==> src/rtl/dca_matrix_register_sequencer_if.sv <==
// Row-stream and matrix-register control bundle for the matrix register sequencer.
// master = the sequencer itself; slave = the surrounding row source/sink and register.
interface dca_matrix_register_sequencer_if #(
  parameter int MATRIX_SIZE      = 8,
  parameter int BW_TENSOR_SCALAR = 32
);
  localparam int BW_ROW = MATRIX_SIZE * BW_TENSOR_SCALAR;

  logic              in_valid;
  logic              in_ready;
  logic [BW_ROW-1:0] in_data;
  logic              out_valid;
  logic              out_ready;
  logic [BW_ROW-1:0] out_data;
  logic              mreg_init;
  logic              mreg_move_wenable;
  logic [BW_ROW-1:0] mreg_move_wdata_list;
  logic              mreg_shift_up;
  logic              mreg_transpose;
  logic [BW_ROW-1:0] mreg_upmost_rdata_list1d;

  modport master (
    input  in_valid, in_data, out_ready, mreg_upmost_rdata_list1d,
    output in_ready, out_valid, out_data, mreg_init, mreg_move_wenable,
           mreg_move_wdata_list, mreg_shift_up, mreg_transpose
  );

  modport slave (
    output in_valid, in_data, out_ready, mreg_upmost_rdata_list1d,
    input  in_ready, out_valid, out_data, mreg_init, mreg_move_wenable,
           mreg_move_wdata_list, mreg_shift_up, mreg_transpose
  );
endinterface

==> src/rtl/dca_matrix_register_sequencer.sv <==
// Sequences one square matrix register through load -> optional transpose -> drain,
// owning all of its control pins and bridging them to valid/ready row streams.
module dca_matrix_register_sequencer #(
  parameter int MATRIX_SIZE      = 8,
  parameter int BW_TENSOR_SCALAR = 32
) (
  input  logic clk,
  input  logic rstnn,
  input  logic start,
  input  logic start_transpose,
  input  logic clear,
  output logic busy,
  output logic done,
  dca_matrix_register_sequencer_if.master bus
);
  localparam int BW_ROW = MATRIX_SIZE * BW_TENSOR_SCALAR;
  localparam int BW_CNT = $clog2(MATRIX_SIZE + 1);
  localparam logic [BW_CNT-1:0] LAST_ROW = BW_CNT'(MATRIX_SIZE - 1);
  localparam logic [BW_CNT-1:0] CNT_ONE  = BW_CNT'(1);

  typedef enum logic [2:0] {
    S_IDLE,
    S_LOAD,
    S_SETTLE,
    S_XPOSE,
    S_DRAIN
  } state_t;

  state_t            r_state;
  state_t            w_state_nxt;
  logic [BW_CNT-1:0] r_cnt;
  logic [BW_CNT-1:0] w_cnt_nxt;
  logic              r_xp;
  logic              w_xp_nxt;
  logic              r_init_p1;
  logic              r_wen_p1;
  logic              r_done_p1;
  logic [BW_ROW-1:0] r_wdata_p1;
  logic              w_in_hs;
  logic              w_out_hs;
  logic              w_last;

  // In the first LOAD cycle the init pulse is still in flight, so rows are held off.
  assign bus.in_ready  = (r_state == S_LOAD) & ~r_init_p1;
  assign bus.out_valid = (r_state == S_DRAIN);
  assign bus.out_data  = bus.out_valid ? bus.mreg_upmost_rdata_list1d : '0;

  assign w_in_hs  = bus.in_valid & bus.in_ready;
  assign w_out_hs = bus.out_valid & bus.out_ready;
  assign w_last   = (r_cnt == LAST_ROW);

  assign busy                     = (r_state != S_IDLE);
  assign done                     = r_done_p1;
  assign bus.mreg_init            = r_init_p1;
  assign bus.mreg_move_wenable    = r_wen_p1;
  assign bus.mreg_move_wdata_list = r_wdata_p1;
  assign bus.mreg_shift_up        = w_out_hs;
  assign bus.mreg_transpose       = (r_state == S_XPOSE);

  always_ff @(posedge clk or negedge rstnn) begin
    if (!rstnn) begin
      r_state <= S_IDLE;
      r_cnt   <= '0;
      r_xp    <= 1'b0;
    end else begin
      r_state <= w_state_nxt;
      r_cnt   <= w_cnt_nxt;
      r_xp    <= w_xp_nxt;
    end
  end

  always_comb begin
    w_state_nxt = r_state;
    w_cnt_nxt   = r_cnt;
    w_xp_nxt    = r_xp;
    if (clear) begin
      w_state_nxt = S_IDLE;
      w_cnt_nxt   = '0;
    end else begin
      unique case (r_state)
        S_IDLE: begin
          if (start) begin
            w_state_nxt = S_LOAD;
            w_cnt_nxt   = '0;
            w_xp_nxt    = start_transpose;
          end
        end
        S_LOAD: begin
          if (w_in_hs) begin
            w_cnt_nxt = r_cnt + CNT_ONE;
            if (w_last) w_state_nxt = S_SETTLE;
          end
        end
        S_SETTLE: begin
          w_state_nxt = r_xp ? S_XPOSE : S_DRAIN;
          w_cnt_nxt   = '0;
        end
        S_XPOSE: begin
          w_state_nxt = S_DRAIN;
        end
        S_DRAIN: begin
          if (w_out_hs) begin
            w_cnt_nxt = r_cnt + CNT_ONE;
            if (w_last) begin
              w_state_nxt = S_IDLE;
              w_cnt_nxt   = '0;
            end
          end
        end
        default: begin
          w_state_nxt = S_IDLE;
          w_cnt_nxt   = '0;
        end
      endcase
    end
  end

  // Stage p1: register-side pulses land one cycle after the event that caused them.
  // clear re-initialises the register and squashes any write or done still pending.
  always_ff @(posedge clk or negedge rstnn) begin
    if (!rstnn) begin
      r_init_p1  <= 1'b0;
      r_wen_p1   <= 1'b0;
      r_done_p1  <= 1'b0;
      r_wdata_p1 <= '0;
    end else begin
      r_init_p1 <= clear | ((r_state == S_IDLE) & start);
      r_wen_p1  <= w_in_hs & ~clear;
      r_done_p1 <= (r_state == S_DRAIN) & w_out_hs & w_last & ~clear;
      if (w_in_hs) r_wdata_p1 <= bus.in_data;
    end
  end
endmodule

==> src/flat_wrapper.sv <==
// flat-port wrapper written by rule: the top's interface ports become plain ports
module dca_matrix_register_sequencer_flat 
#(
  parameter int MATRIX_SIZE      = 8,
  parameter int BW_TENSOR_SCALAR = 32
)
  (clk, rstnn, start, start_transpose, clear, busy, done, bus_in_valid, bus_in_data, bus_out_ready, bus_mreg_upmost_rdata_list1d, bus_in_ready, bus_out_valid, bus_out_data, bus_mreg_init, bus_mreg_move_wenable, bus_mreg_move_wdata_list, bus_mreg_shift_up, bus_mreg_transpose);
  dca_matrix_register_sequencer_if #(.MATRIX_SIZE(MATRIX_SIZE), .BW_TENSOR_SCALAR(BW_TENSOR_SCALAR)) bus_i ();
  input  logic clk;
  input  logic rstnn;
  input  logic start;
  input  logic start_transpose;
  input  logic clear;
  output logic busy;
  output logic done;
  input wire logic [$bits(bus_i.in_valid)-1:0] bus_in_valid;
  input wire logic [$bits(bus_i.in_data)-1:0] bus_in_data;
  input wire logic [$bits(bus_i.out_ready)-1:0] bus_out_ready;
  input wire logic [$bits(bus_i.mreg_upmost_rdata_list1d)-1:0] bus_mreg_upmost_rdata_list1d;
  output wire logic [$bits(bus_i.in_ready)-1:0] bus_in_ready;
  output wire logic [$bits(bus_i.out_valid)-1:0] bus_out_valid;
  output wire logic [$bits(bus_i.out_data)-1:0] bus_out_data;
  output wire logic [$bits(bus_i.mreg_init)-1:0] bus_mreg_init;
  output wire logic [$bits(bus_i.mreg_move_wenable)-1:0] bus_mreg_move_wenable;
  output wire logic [$bits(bus_i.mreg_move_wdata_list)-1:0] bus_mreg_move_wdata_list;
  output wire logic [$bits(bus_i.mreg_shift_up)-1:0] bus_mreg_shift_up;
  output wire logic [$bits(bus_i.mreg_transpose)-1:0] bus_mreg_transpose;
  assign bus_i.in_valid = bus_in_valid;
  assign bus_i.in_data = bus_in_data;
  assign bus_i.out_ready = bus_out_ready;
  assign bus_i.mreg_upmost_rdata_list1d = bus_mreg_upmost_rdata_list1d;
  assign bus_in_ready = bus_i.in_ready;
  assign bus_out_valid = bus_i.out_valid;
  assign bus_out_data = bus_i.out_data;
  assign bus_mreg_init = bus_i.mreg_init;
  assign bus_mreg_move_wenable = bus_i.mreg_move_wenable;
  assign bus_mreg_move_wdata_list = bus_i.mreg_move_wdata_list;
  assign bus_mreg_shift_up = bus_i.mreg_shift_up;
  assign bus_mreg_transpose = bus_i.mreg_transpose;
  dca_matrix_register_sequencer #(.MATRIX_SIZE(MATRIX_SIZE), .BW_TENSOR_SCALAR(BW_TENSOR_SCALAR)) u_core (.clk(clk), .rstnn(rstnn), .start(start), .start_transpose(start_transpose), .clear(clear), .busy(busy), .done(done), .bus(bus_i));
endmodule
==> config.mk <==
export PLATFORM = sky130hd
export DESIGN_NAME = dca_matrix_register_sequencer_flat
export DESIGN_NICKNAME = d
export VERILOG_FILES = /design/src/rtl/dca_matrix_register_sequencer_if.sv /design/src/rtl/dca_matrix_register_sequencer.sv /design/src/flat_wrapper.sv
export SDC_FILE = /design/constraint.sdc
export NUM_CORES = 1
export LEC_CHECK = 0
export CAP_MARGIN = 10
export CORE_AREA = 5 5 401 403
export DETAILED_ROUTE_END_ITERATION = 8
export DIE_AREA = 0 0 406 408
export PLACE_DENSITY = 0.34
export SLEW_MARGIN = 20
export SYNTH_ARGS = -nofsm -noshare
export SYNTH_HDL_FRONTEND = slang
export SYNTH_SLANG_ARGS = --single-unit
==> constraint.sdc <==
create_clock -name clk -period 1.8 [get_ports clk]
set_clock_uncertainty 0.2 [all_clocks]
set_input_delay 0.36 -clock clk [delete_from_list [all_inputs] [get_ports clk]]
set_output_delay 0.36 -clock clk [all_outputs]
set_load 0.005 [all_outputs]
# [Word level (Yosys, flattened, before mapping)]
# Index checks and enable logic that the tools add are counted.
[word_totals] output_inout_bits=520 register_bits=267 input_bits=519 latchBits=0 mem_bits_ro=0 mem_bits_rw=0 word_cells=50 mem_count=0
[op_classes] mux=15 shifts=0 add_sub_neg=1 mul=0 bitwise_logic=11 reduce_logical=5 order_cmp=0 n_eq_ne=11 div=0
[op_table] op="256-bit two-way mux" count=1
[op_table] op="3-bit two-way mux" count=7
[op_table] op="4-bit two-way mux" count=5
[op_table] op="4-bit one-hot mux with 4 select lines" count=1
[op_table] op="3-bit one-hot mux with 5 select lines" count=1
[op_table] op="3-bit inequality test (second input constant)" count=3
[op_table] op="1-bit bitwise AND" count=8
[op_table] op="3-bit by 2-bit equality test with 1-bit output (second input constant)" count=2
[op_table] op="3-bit by 2-bit inequality test with 1-bit output (second input constant)" count=2
[op_table] op="5-bit AND reduction" count=1
[op_table] op="4-bit by 1-bit adder with 4-bit output (second input constant)" count=1
[op_table] op="4-bit by 3-bit equality test with 1-bit output (second input constant)" count=1
[op_table] op="4-bit AND reduction" count=1
[op_table] op="3-bit by 1-bit equality test with 1-bit output (second input constant)" count=1
[op_table] op="3-bit equality test (second input constant)" count=1
[op_table] op="3-bit zero test" count=1
[op_table] op="3-bit AND reduction" count=1
[op_table] op="3-bit nonzero test" count=1
[op_table] op="2-bit inequality test (second input constant)" count=1
[op_table] op="1-bit inverter" count=2
[op_table] op="1-bit OR" count=1

# [Logic depth before layout (Yosys ltp)]
# Gate-level depths: netlist of run 1.
[logic_depth] word_depth=6 ltp_mapped=6 depth_no_buf=5

# [Worst setup path before layout of run 1]
# OpenSTA, ideal clock, no wires.
[synth_timing] path_type="register to output" start="register u_core.r_state[0]" end="output port bus_out_data[208]" t_required_ns=1.240 setup_slack_ns=-0.145 arrival_ns=1.385 stages_incl_launch_ff=6 path_cell_list="dfrtp_1 buf_4 nor2_1 clkbuf_1 clkbuf_1 and3_1"
[synth_between] elab_chain_cells=2
[synth_rtl] element="start, declared" line_no="dca_matrix_register_sequencer.sv:29" text="state_t r_state;"
[synth_rtl] element="start signal, assigned" line_no="dca_matrix_register_sequencer.sv:66" text="r_state <= w_state_nxt;"
[synth_rtl] element="3-bit equality test" line_no="dca_matrix_register_sequencer.sv:45" text="assign bus.out_valid = (r_state == S_DRAIN);"
[synth_rtl] element="256-bit two-way mux" line_no="dca_matrix_register_sequencer.sv:46" text="assign bus.out_data = bus.out_valid ? bus.mreg_upmost_rdata_list1d : '0;"
[synth_rtl] element="end, declared" line_no="flat_wrapper.sv:22" text="output wire logic [$bits(bus_i.out_data)-1:0] bus_out_data;"
# Every way passes these cells.

# [Worst setup path in the final report of run 1]
[layout_timing] start="register u_core.r_state[0]" end="output port bus_out_data[92]"
# The elaborated chain is that of the path after synthesis.

==> reports/summary.txt, run 1 <==
================================================================================
Minimum setup slack in the final design                                -0.913 ns
Number of enable-type register cells in the synthesized netlist                0
Share of the clock period used by the worst path after layout               151%
First-pass GRT wire length                                             143000 um
Worst setup slack before clock tree synthesis                          -0.676 ns
Highest-delay cell along the critical path                               dfrtp_1
Depth of the worst register-to-register path                                  12
Floorplan core area                                                   0.157 mm^2
Standard-cell rows                                                           146
Largest driver fanout on the critical path                                    12
Hold path endpoint                                                  u_core.bus.mreg_move_wdata_list[99]
Initial Utilization                                                        8.09%
X dimension of the die                                                    406 um
Clock transition at path regs                                            0.06 ns
Endpoint of the lowest-slack register-to-register path               u_core.r_xp
Post-Route Utilization                                                     19.6%
Num Clock Sinks                                                              267
Actual slew at the worst max-slew pin                                   0.994 ns
Final setup violation count                                                  802
Combinational fraction of design power                                     32.7%
RSZ-0062 raised after global routing                                         yes
Worst slew slack as a fraction of its limit                                33.5%
Clock insertion delay at the later pin of the skew report                0.58 ns
Post-Synthesis Net Count                                                    1439
Routed vias/inst                                                            3.07
Final Hold Viols                                                               0
# Max-Cap Violations                                                           0
Violation count after the first detailed-route iteration                     502
Sequential share of the synthesized area                                   52.6%
Critical Path Source Type                                               register
Worst ir drop on vdd                                                    0.486 mV
Worst reg2reg startpoint                                            u_core.r_state[0]
Run status                                                          finished with violations
CP arrival                                                               2.15 ns
Iteration count of the initial detailed-routing pass                           4
Global router's overall resource usage                                     12.8%
Slowest Stage Delay on Critical Path                                     0.41 ns
Number of nets with antenna violations after routing                           0
Critical setup path kind                                                 reg2out
Crit path capture type                                                output pin
Switching power of the nets                                              6560 uW
Internal cell power                                                     18200 uW
Part of the total power dissipated in sequential elements                  34.0%
Post-route DRC violation count                                                 0
Number of buffers created by CTS                                              39
Fraction of post-synthesis cell area in the top cell type by area          52.6%
CTS root buf                                                           clkbuf_16
Clk buf depth                                                                  3
Leakage                                                                0.0132 uW
Commonest register cell after synthesis                                  dfrtp_1
Routability congestion estimate from global placement                      0.891
Number of synthesized register bits                                          267
Die area                                                              0.166 mm^2
Number of global-route vias before repair                                  14100
YS warnings                                                                    0
Violations in the final reports                                     setup timing
Total count of max-transition violations in the final report                   0
Cells traversed along the worst timing path                         nor2_4, buf_12, buf_16, buf_12, buf_12, buf_12, and3_4, buf_12
Total Nets Final                                                            2620
Largest net degree at the start of global routing                             48
WP data required                                                         1.24 ns
Synthesized netlist cell count                                               919
Power per cell area                                                  803 mW/mm^2
Fraction of layout instances using a drive strength above 1                45.1%
Number of cells traversed by the worst hold path                               2
Part of the total power dissipated in the clock network                    33.3%
Period minus WS final                                                    2.71 ns
TritonCTS clock tree                                                       built
Cell type with the highest aggregate area in the netlist                 dfrtp_1
Post-Syn Area                                                        0.0127 mm^2
Num ports                                                                   1039
Type of the tightest min-delay check                                      in2reg
Async set-reset flop share out of synthesis                                 100%
Dominant cells by area after synthesis                              dfrtp_1, mux2_4, and3_1
Share of total power consumed by net switching                             26.5%
Number of H-tree branching levels                                              2
Avg Inst Size Synth                                                    13.8 um^2
Count leader, synth                                                      dfrtp_1
Count of vias placed by the detailed router                                13000
Upper clock frequency limit                                            0.369 GHz
Chip height                                                               408 um
Syn-to-layout area delta                                                    143%
Initial antenna violation count                                               78
Placed wire-length estimate after detailed placement                    94000 um
Total congestion overflow                                                      0
Most common cell type on the critical path                                buf_12
Routed WL                                                              112000 um
Synth cell types                                                              36
Wire length per cell after detailed routing                              26.5 um
Worst hold start                                                    bus_in_data[99]
Port Buffer Count                                                           1038
Minimum setup slack among reg-to-reg paths                              -0.56 ns
Commonest cells post-synth                                          dfrtp_1, and3_1, mux2_4
================================================================================
## through the flow
stage	hold WS [ns]	cell area, um^2	setup TNS, ns	instances	total power (uW)
6_report	0.179	30800	-331.03	4224	24700
3_5_place_dp	0.0338	26700	-254.59	4042	16200
2_1_floorplan	-0.136	12700	-6.55	919	10600
3_3_place_gp	0.0325	26700	-250.05	4042	16200
5_1_grt	0.119	30800	-413.00	4204	26000
4_1_cts	0.0932	29800	-417.71	4177	25300
## sequential cells by signal (all words and copies together), names as in the netlist
register,cells
u_core.bus.mreg_move_wdata_list,256
u_core.done,1
u_core.bus.mreg_move_wenable,1
u_core.r_xp,1
u_core.r_cnt,4
u_core.r_state,3
u_core.bus.mreg_init,1
## worst max-delay path: cells and delay by family, from the launching register on
family | cells | cell delay (ns)
buf+inv | 6 | 0.77
simple gates | 2 | 0.36
flops | 1 | 0.41
## cells in the final DEF, fill, tap and decap left out, types with 3 or more instances in the layout
master             n
and3_1            29
and3_4           227
buf_12            85
buf_16            12
buf_2             26
buf_4             89
buf_6            208
buf_8             19
bufinv_16          4
clkbuf_1           8
clkbuf_16         45
clkbuf_8          10
clkdlybuf4s15_2    6
clkdlybuf4s50_1  775
clkinv_2           3
dfrtp_1          266
diode_2           23
inv_1              4
inv_6              3
mux2_1            49
mux2_2            28
mux2_4           180
nand2_1            4
nor2_1             3
nor3_1             4
o21ai_0            4
## layout make-up
cell class	count	area (um^2)
timing repair buffer	1229	13400
fill	17200	126000
clock inverter	12	185
clock buffer	58	1170
multi-input combinational	559	6680
inverter	4	15.0
sequential	267	6690
tap	2072	2590
antenna	23	57.6
## worst max-delay path by stage
stage / endpoint / cells after the start / from / slack [ns]
after floorplan: bus_out_data[100] / 5 / u_core.r_state[0] / -0.03
after global placement: bus_out_data[237] / 4 / u_core.r_state[0] / -0.66
after detailed placement: bus_out_data[237] / 4 / u_core.r_state[0] / -0.68
after CTS: bus_out_data[92] / 8 / u_core.r_state[1] / -1.06
after global routing: bus_out_data[86] / 8 / u_core.r_state[0] / -1.03
final: bus_out_data[92] / 8 / u_core.r_state[0] / -0.91
## power groups by stage
stage	Clock [uW]	Combinational, uW	Sequential [uW]
after floorplan	0	2070	8480
after global routing	8890	8550	8600
after CTS	8740	8180	8420
final	8250	8090	8410
after detailed placement	0	7680	8480
after global placement	0	7680	8540
## per-layer routing
layer,part of all wire [%],track usage [%]
met5,0.29,0
met1,33,12.3
met2,53,24.4
met3,11,6.13
met4,3.3,3.49
## cell families (layout without fill, tap and decap cells)
kind of cell	Yosys count	after routing	share of synthesized area, %
AO/OA/AOI/OAI	13	13	0.719
other	0	23	0
adder cells (fa/ha/maj)	1	1	0.0984
XOR/XNOR	1	1	0.0689
flip-flops	267	267	52.6
buffers and inverters	93	1303	4.30
AND/OR/NAND/NOR	285	285	14.0
multiplexers	259	259	28.2
## repair_timing
action | 4_1_cts | 5_1_grt
gates resized for setup | 1056 | 320
gates cloned | 18 | 5
endpoints found under the setup margin | 783 | 804
endpoints found under the hold margin | 267 | 0
pin swaps | 35 | 60
hold buffers | 2 | 0
buffers inserted | 48 | 39
Power figures use the tool's default switching activity.
==> inputs of run 2 (changes only) <==
--- a/config.mk
+++ b/config.mk
@@ -5,7 +5,6 @@
 export SDC_FILE = /design/constraint.sdc
 export NUM_CORES = 1
 export LEC_CHECK = 0
-export CAP_MARGIN = 10
 export CORE_AREA = 5 5 401 403
 export DETAILED_ROUTE_END_ITERATION = 8
 export DIE_AREA = 0 0 406 408
==> results of run 2 <==
Final layout, timing and power as in run 1 (identical DEF).
